**src/rtl/persiana_cmd_arbiter.sv**
```systemverilog
// persiana_cmd_arbiter: fixed-priority arbiter (manual over sensor) in front
// of FSM_Persiana, plus motion supervision with a hold-off window.
// Optional watchdog: define PERSIANA_WATCHDOG_EN to enable the MOVE timeout
// and the FAULT state; without it FAULT is unreachable and fault is tied 0.
//
// state | meaning
// IDLE  | waiting for a request; last command still driven
// MOVE  | command issued, waiting for its target sensor
// HOLD  | target reached, sensor requests blocked for HOLD_TICKS
// FAULT | watchdog expired; command outputs forced off until fault_clr
module persiana_cmd_arbiter #(
  parameter int TIMEOUT_TICKS = 30,
  parameter int HOLD_TICKS    = 4
) (
  input  logic       clk,
  input  logic       reseteo,
  input  logic       tick,
  input  logic       man_req,
  input  logic [1:0] man_cmd,
  output logic       man_ack,
  input  logic       sen_req,
  input  logic [1:0] sen_cmd,
  output logic       sen_ack,
  input  logic       Ssup,
  input  logic       Smed,
  input  logic       Sinf,
  input  logic       fault_clr,
  output logic       cerrar,
  output logic       medio,
  output logic       abrir,
  output logic       automatico,
  output logic       busy,
  output logic       fault
);

  localparam int MAX_TICKS = (TIMEOUT_TICKS > HOLD_TICKS) ? TIMEOUT_TICKS : HOLD_TICKS;
  localparam int CW        = $clog2(MAX_TICKS + 1);
  localparam logic [CW-1:0] HOLD_CNT = CW'(HOLD_TICKS);
`ifdef PERSIANA_WATCHDOG_EN
  localparam logic [CW-1:0] TIMEOUT_CNT = CW'(TIMEOUT_TICKS);
`endif

  localparam logic [1:0] CMD_CERRAR = 2'b00;
  localparam logic [1:0] CMD_MEDIO  = 2'b01;
  localparam logic [1:0] CMD_ABRIR  = 2'b10;

  typedef enum logic [1:0] {
    ST_IDLE  = 2'd0,
    ST_MOVE  = 2'd1,
    ST_HOLD  = 2'd2,
    ST_FAULT = 2'd3
  } state_t;

  state_t        state_q, state_d;
  logic [1:0]    cmd_q, cmd_d;
  logic          cmd_vld_q, cmd_vld_d;
  logic [CW-1:0] cnt_q, cnt_d;
  logic [CW-1:0] cnt_inc;
  logic [3:0]    cmd_oh_q, cmd_oh_d;
  logic          target_hit;
  logic          preempt;

  // saturating increment so the counter can never wrap
  assign cnt_inc = (cnt_q == {CW{1'b1}}) ? cnt_q : cnt_q + 1'b1;

  // target sensor for the command currently in the register; automatico has none
  always_comb begin
    target_hit = 1'b1;
    case (cmd_q)
      CMD_CERRAR: target_hit = Sinf;
      CMD_MEDIO:  target_hit = Smed;
      CMD_ABRIR:  target_hit = Ssup;
      default:    target_hit = 1'b1;
    endcase
  end

  assign preempt = man_req && (man_cmd != cmd_q);

  // next-state, command register, counter and combinational grants
  always_comb begin
    state_d   = state_q;
    cmd_d     = cmd_q;
    cmd_vld_d = cmd_vld_q;
    cnt_d     = cnt_q;
    man_ack   = 1'b0;
    sen_ack   = 1'b0;
    case (state_q)
      ST_IDLE: begin
        if (man_req) begin
          man_ack   = 1'b1;
          cmd_d     = man_cmd;
          cmd_vld_d = 1'b1;
          cnt_d     = '0;
          state_d   = ST_MOVE;
        end else if (sen_req) begin
          sen_ack   = 1'b1;
          cmd_d     = sen_cmd;
          cmd_vld_d = 1'b1;
          cnt_d     = '0;
          state_d   = ST_MOVE;
        end
      end
      ST_MOVE: begin
        man_ack = man_req;
        if (preempt) begin
          // sensor is re-evaluated against the new target next cycle
          cmd_d = man_cmd;
          cnt_d = '0;
        end else if (target_hit) begin
          cnt_d   = '0;
          state_d = ST_HOLD;
        end else if (tick) begin
          cnt_d = cnt_inc;
`ifdef PERSIANA_WATCHDOG_EN
          if (cnt_inc >= TIMEOUT_CNT) state_d = ST_FAULT;
`endif
        end
      end
      ST_HOLD: begin
        man_ack = man_req;
        if (preempt) begin
          cmd_d   = man_cmd;
          cnt_d   = '0;
          state_d = ST_MOVE;
        end else if (tick) begin
          if (cnt_inc >= HOLD_CNT) begin
            cnt_d   = '0;
            state_d = ST_IDLE;
          end else begin
            cnt_d = cnt_inc;
          end
        end
      end
      default: begin
`ifdef PERSIANA_WATCHDOG_EN
        if (fault_clr) begin
          cmd_vld_d = 1'b0;
          cnt_d     = '0;
          state_d   = ST_IDLE;
        end
`else
        // unreachable without the watchdog; recover to a quiet IDLE
        cmd_vld_d = 1'b0;
        cnt_d     = '0;
        state_d   = ST_IDLE;
`endif
      end
    endcase
  end

  // one-hot command outputs are registered from the next command and state
  always_comb begin
    cmd_oh_d = 4'b0000;
    if (cmd_vld_d && (state_d != ST_FAULT)) cmd_oh_d = 4'b0001 << cmd_d;
  end

  // state and datapath registers, asynchronously cleared
  always_ff @(posedge clk or posedge reseteo) begin
    if (reseteo) begin
      state_q   <= ST_IDLE;
      cmd_q     <= 2'b00;
      cmd_vld_q <= 1'b0;
      cnt_q     <= '0;
      cmd_oh_q  <= 4'b0000;
    end else begin
      state_q   <= state_d;
      cmd_q     <= cmd_d;
      cmd_vld_q <= cmd_vld_d;
      cnt_q     <= cnt_d;
      cmd_oh_q  <= cmd_oh_d;
    end
  end

  assign cerrar     = cmd_oh_q[0];
  assign medio      = cmd_oh_q[1];
  assign abrir      = cmd_oh_q[2];
  assign automatico = cmd_oh_q[3];
  assign busy       = (state_q == ST_MOVE) || (state_q == ST_HOLD);

`ifdef PERSIANA_WATCHDOG_EN
  assign fault = (state_q == ST_FAULT);
`else
  logic fault_clr_unused;
  assign fault_clr_unused = fault_clr;
  assign fault = 1'b0;
`endif

endmodule

```
**config.mk**
```make
export PLATFORM = sky130hd
export DESIGN_NAME = persiana_cmd_arbiter
export DESIGN_NICKNAME = d
export VERILOG_FILES = /design/src/rtl/persiana_cmd_arbiter.sv
export SDC_FILE = /design/constraint.sdc
export NUM_CORES = 1
export LEC_CHECK = 0
export CORE_UTILIZATION = 45
export CTS_CLUSTER_DIAMETER = 80
export DETAILED_ROUTE_END_ITERATION = 6
export PLACE_DENSITY = 0.71
export SYNTH_ARGS = -nofsm -noshare
export SYNTH_HDL_FRONTEND = slang
export SYNTH_SLANG_ARGS = --single-unit
export TNS_END_PERCENT = 20
```
**constraint.sdc**
```tcl
create_clock -name clk -period 2.53 [get_ports clk]
set_input_delay 0.506 -clock clk [delete_from_list [all_inputs] [get_ports clk]]
set_output_delay 0.506 -clock clk [all_outputs]
set_load 0.1 [all_outputs]
```
==> impl_metrics.csv, run 1 <==
group,metric,value,unit
outcome,status,"finished clean",
layout,final_util,0.603,
timing,min_period,2200,ps
global_route,grt_usage,0.223,
route,wl,2490,µm
floorplan,fp.dieW,51.5,µm
global_route,antenna_found_initial,0,
synth,syn_nets,136,
synth,seq_area_frac_synth,0.317,
critical_path,critPathMaxFanout,10,
synth,netlist_instances,118,
min_path,hold_class,"in2async",
synth,synth_top_cell_by_area,"dfrtp_1",
floorplan,die_height,51.5,µm
critical_path,required,2020,ps
floorplan,design.core.area,2250,µm²
timing,finClkSkew,5.26,ps
synth,netlist.area_leader.share,0.317,
place,hpwlAfterDp,1900,µm
synth,synth_warnings,0,
layout,layout.cells.non_filler,164,
clock_tree,cts_made_buffers,3,
place,dp.cells,160,
layout,final_common_cell,"dfrtp_1",
timing,report.final.slew_viol_count,0,
timing,setup_violations,0,
clock_tree,cts-root-buf,"clkbuf_4",
floorplan,start_util,0.489,
clock_tree,insertion_delay,290,ps
clock_tree,clk_transition_reported_paths,90,ps
critical_path,cp-start-kind,"register",
clock_tree,ctsResizeCount,0,
timing,fin_crit_sh,0.869,
floorplan,pin_count,21,
critical_path,cp-end-kind,"output port",
timing,final-hold-violation-count,0,
place,portBuffers,18,
global_route,grt_pass1_wl,4360,µm
flow_run,max_cap_viol_count,0,
route,route.vias.total,988,
timing,rsz0062_at_grt,"no",
global_route,grt_pass1_vias,932,
layout,nets,155,
layout,antenna_cells,0,
route,wl_per_cell,15.2,µm
clock_tree,cts_tree,"built",
timing,max_freq,0.455,GHz
layout,area_delta_synth_final,23.1,%
power,vdd_ir_drop_max,1.23,mV
floorplan,die_area,2650,µm²
layout,final_area,1360,µm²
critical_path,crit_type,"reg2out",
timing,finalSetupTns,0,ps
synth,synth_area,1100,µm²
synth,ys.flop_type,"dfrtp_1",
clock_tree,clockBufferDepth,2,
place,routabilityCongestion,0.826,
place,place_ws,85.9,ps
clock_tree,holdBufCountCts,0,
layout,drive_above_1_share,0.184,
layout,nFillCells,211,
place,place_area,1320,µm²
clock_tree,htree_num_levels,1,
clock_tree,cts_setup_buffers,0,
clock_tree,clock-sinks,14,
synth,synthArstFlopShare,1.00,
layout,final_cell_mix,"dfrtp_1 (14), nor2_1 (11), clkdlybuf4s50_1 (11)",
route,drtAntennaViolNets,0,
route,drtPass1Iterations,6,
route,drc,0,
synth,synth.area.top_cells,"dfrtp_1 (32%), ha_1 (5.7%), a21oi_1 (4.5%)",
route,viasPerCell,6.02,
route,drtIter0Drc,20,
synth,synth_area_per_cell,9.35,µm²
synth,synth_edf_count,0,
timing,tightest_slew,551,ps
timing,layout_setup_ws,331,ps
power,p_per_area,1350,nW/µm²
global_route,grt_max_degree,15,
floorplan,placementRows,17,
synth,yosys_register_bits,14,
global_route,globalRouteOverflowTotal,0,
synth,synth_cell_types,54,
critical_path,cp_data_arrival_time,1690,ps
power,leakage,0.000588,µW
timing,slew_headroom,0.633,
-- Yosys cell counts (2+ instances only) --
master,instances
inv_1,4
a21o_1,2
o211ai_1,2
or3b_1,2
nand2_1,5
nor3b_1,2
nor2b_1,3
nor2_1,11
nand3_1,4
o31ai_1,2
dfrtp_1,14
ha_1,5
mux2i_1,2
nor3b_2,2
a41oi_1,2
and2_1,2
a21oi_1,10
clkbuf_1,2
a21boi_1,2
o21ai_0,4
buf_2,3
-- sequential cells by signal, indices dropped and copies added (netlist names) --
| register | cells |
|---|---|
| cmd_oh_q | 4 |
| state_q | 2 |
| cnt_q | 5 |
| cmd_q | 2 |
| cmd_vld_q | 1 |
-- metal layers --
metal,share of wire,track usage,routed length (µm),vias up
met5,0,0,0,-
met2,0.49,0.364,1230,35
met3,0.061,0.0322,153,7
met1,0.43,0.291,1070,466
met4,0.018,0.0991,46,0
li1,-,-,-,480
-- power by group --
part	total [µW]	internal [µW]	switching [µW]	leakage, µW
clock	168	87.7	80.5	0.0000210
combinational	1300	466	835	0.000383
sequential	372	300	71.6	0.000185
total	1840	854	987	0.000588
-- kinds of logic (layout without fill, tap and decap cells) --
| family | count (synthesis) | count (layout) | synth area share |
|---|---|---|---|
| AOI/OAI and AO/OA | 44 | 44 | 0.313 |
| xor gates and xnor gates | 3 | 3 | 0.0306 |
| adders and majority gates | 5 | 5 | 0.0567 |
| buffers and inverters | 11 | 29 | 0.0510 |
| DFF | 14 | 14 | 0.317 |
| muxes | 2 | 2 | 0.0181 |
| other | 1 | 1 | 0.00340 |
| and+or+nand+nor | 38 | 38 | 0.210 |
-- worst max-delay path, stage by stage, from the launching register on --
cell and delay (ps):
dfrtp_1 430, inv_1 120, ha_1 360, and3b_1 300, buf_12 200
-- area by class of cell --
class	instances	area (µm²)	area share
Inverter	4	15.0	0.0110
Timing Repair Buffer	21	223	0.164
Clock buffer	4	36.3	0.0267
Sequential cell	14	350	0.258
Multi-Input combinational cell	93	699	0.515
Tap cell	28	35.0	0.0258
-- path summary, 6_finish.rpt --
kind                       cells past startpoint       start           to  slack, ps
max in group asynchronous                      2     reseteo     cnt_q[0]       1610
setup / recovery                               4  state_q[0]      sen_ack        330
hold reg to reg                                2   cmd_vld_q    cmd_vld_q        610
hold / removal                                 2     reseteo   state_q[0]        560
setup reg to reg                               6    cnt_q[0]  cmd_oh_q[2]        360
min in group clk                               2   cmd_vld_q    cmd_vld_q        610
-- per-stage QoR --
stage / hold WS, ps / power, µW
2_1_floorplan: 395 / 1350
3_3_place_gp: 581 / 1650
3_5_place_dp: 586 / 1670
4_1_cts: 579 / 1850
5_1_grt: 622 / 1970
6_report: 559 / 1840
Power figures use the tool's default switching activity.
==> inputs of run 2 (changes only) <==
Settings changed: CTS_CLUSTER_SIZE from default to 8.
==> results of run 2 <==
No change in the layout: final DEF, timing and power equal those of run 1.
==> inputs of run 3 (changes only) <==
Settings changed: REMOVE_ABC_BUFFERS from default to 1.
==> run 3 against run 2 <==
  * Global-route usage shrank 0.54 points
  * First-iteration DRC count increased by 10%
  * Non-clock buffer count decreased by 2
  * Final area is 1.3% lower
  * Clock-buffer cell count stayed put
  * Sequential power about the same
  * Highest routed layer unchanged
==> impl_metrics.csv, run 3 (synthesized netlist as in run 1, its figures left out) <==
group,metric,value,unit
place,portBuffers,18,
timing,final-hold-violation-count,0,
power,seqPwrFrac,0.204,
route,drtIter0Drc,22,
power,power_frac_clock,0.090,
flow_run,max_cap_viol_count,0,
power,vdd_ir_drop_max,1.23,mV
timing,report.final.slew_viol_count,0,
critical_path,cp_data_arrival_time,2410,ps
floorplan,start_util,0.489,
global_route,grt_pass1_vias,970,
layout,nets,153,
floorplan,placementRows,17,
global_route,grt_max_degree,15,
power,power.switching,991,µW
route,viasPerCell,6.22,
place,place_ws,82.6,ps
global_route,grt_usage,0.217,
global_route,grt_pass1_wl,4250,µm
outcome,status,"finished clean",
route,drc,0,
timing,finalSetupTns,0,ps
timing,max_freq,0.450,GHz
clock_tree,clockBufferDepth,2,
critical_path,crit_type,"reg2reg",
route,drtAntennaViolNets,0,
route,route.vias.total,1008,
layout,final_common_cell,"dfrtp_1",
clock_tree,cts_setup_buffers,0,
power,swShare,0.539,
power,p_int,848,µW
clock_tree,clk_transition_reported_paths,90,ps
layout,largest_reg_flops,5,
layout,drive_above_1_share,0.164,
floorplan,pin_count,21,
floorplan,die_area,2650,µm²
clock_tree,clock-sinks,14,
timing,min_period,2220,ps
floorplan,die_height,51.5,µm
clock_tree,htree_num_levels,1,
power,p_per_area,1370,nW/µm²
timing,finClkSkew,4.09,ps
timing,tightest_slew,575,ps
min_path,hold_class,"in2async",
place,routabilityCongestion,0.788,
floorplan,fp.dieW,51.5,µm
power,leakage,0.000577,µW
layout,nFillCells,209,
critical_path,r2r_cells,6,
timing,fin_crit_sh,0.879,
layout,multi_input_area,697,µm²
layout,antenna_cells,0,
timing,slew_headroom,0.616,
timing,setup_violations,0,
layout,top_regs,"cnt_q (5), cmd_oh_q (4)",
layout,area_delta_synth_final,21.5,%
layout,top_register,"cnt_q",
route,wl,2510,µm
global_route,antenna_found_initial,0,
route,drtPass1Iterations,4,
global_route,globalRouteOverflowTotal,0,
floorplan,design.core.area,2250,µm²
clock_tree,holdBufCountCts,0,
clock_tree,cts_tree,"built",
critical_path,critPathMaxFanout,8,
power,comb_power_share,0.706,
clock_tree,ctsResizeCount,0,
critical_path,required,2720,ps
route,wl_per_cell,15.5,µm
clock_tree,cts-root-buf,"clkbuf_4",
critical_path,cp-end-kind,"register",
clock_tree,cts_made_buffers,3,
clock_tree,insertion_delay,280,ps
timing,layout_setup_ws,307,ps
critical_path,cp-start-kind,"register",
place,hpwlAfterDp,1890,µm
layout,seq_area,350,µm²
layout,final_cell_mix,"dfrtp_1 (14), nor2_1 (11), clkdlybuf4s50_1 (11)",
timing,rsz0062_at_grt,"no",
run 3: cell count changes in the layout (fill, tap and decap cells not counted), sizes merged:
cell,previous run,this run
buf,10,8
run 3: layout make-up:
class                      instances  area share
multi-input combinational         93       0.520
sequential                        14       0.261
timing repair buffer              19       0.155
clock buffer                       4      0.0271
tap                               28      0.0261
inverter                           4      0.0112
run 3: power by group through the flow:
| stage | sequential, µW | clock, µW | combinational, µW |
|---|---|---|---|
| after floorplan | 553 | 0 | 789 |
| after global placement | 376 | 0 | 1270 |
| after detailed placement | 380 | 0 | 1290 |
| after CTS | 376 | 169 | 1300 |
| after global routing | 388 | 178 | 1390 |
| final | 375 | 166 | 1300 |
run 3: worst max-delay path: stages, from the launching register on:
cell      delay, ps
dfrtp_1         440
ha_1            320
a21boi_1        170
a31o_1          250
a311oi_1        430
a211oi_2        200
nor4bb_2        320
run 3: routing by layer:
layer  wire, µm  track usage  up-vias
met1       1050        0.266      485
met3        150       0.0556        2
li1           -            -      477
met5          0            0        -
met4         14       0.0856        0
met2       1290        0.364       44
run 3: path summary, 6_finish.rpt:
path                            slack [ps]  startpoint     endpoint
worst max-delay path                   310    cnt_q[0]  cmd_oh_q[2]
worst min-delay path                   570     reseteo     cnt_q[0]
worst max register to register         310    cnt_q[0]  cmd_oh_q[2]
worst min register to register         620   cmd_vld_q    cmd_vld_q
max in group asynchronous             1580     reseteo     cmd_q[0]
min in group clk                       620   cmd_vld_q    cmd_vld_q
run 3: metrics by stage:
stage / power (µW) / hold slack (ps) / std cells / utilization / area [µm²]
2_1_floorplan: 1340 / 395 / 111 / - / 1060
3_3_place_gp: 1640 / 585 / 158 / 0.579 / 1310
3_5_place_dp: 1670 / 601 / 158 / 0.579 / 1310
4_1_cts: 1840 / 579 / 162 / 0.595 / 1340
5_1_grt: 1950 / 631 / 162 / 0.595 / 1340
6_report: 1840 / 568 / 162 / 0.595 / 1340
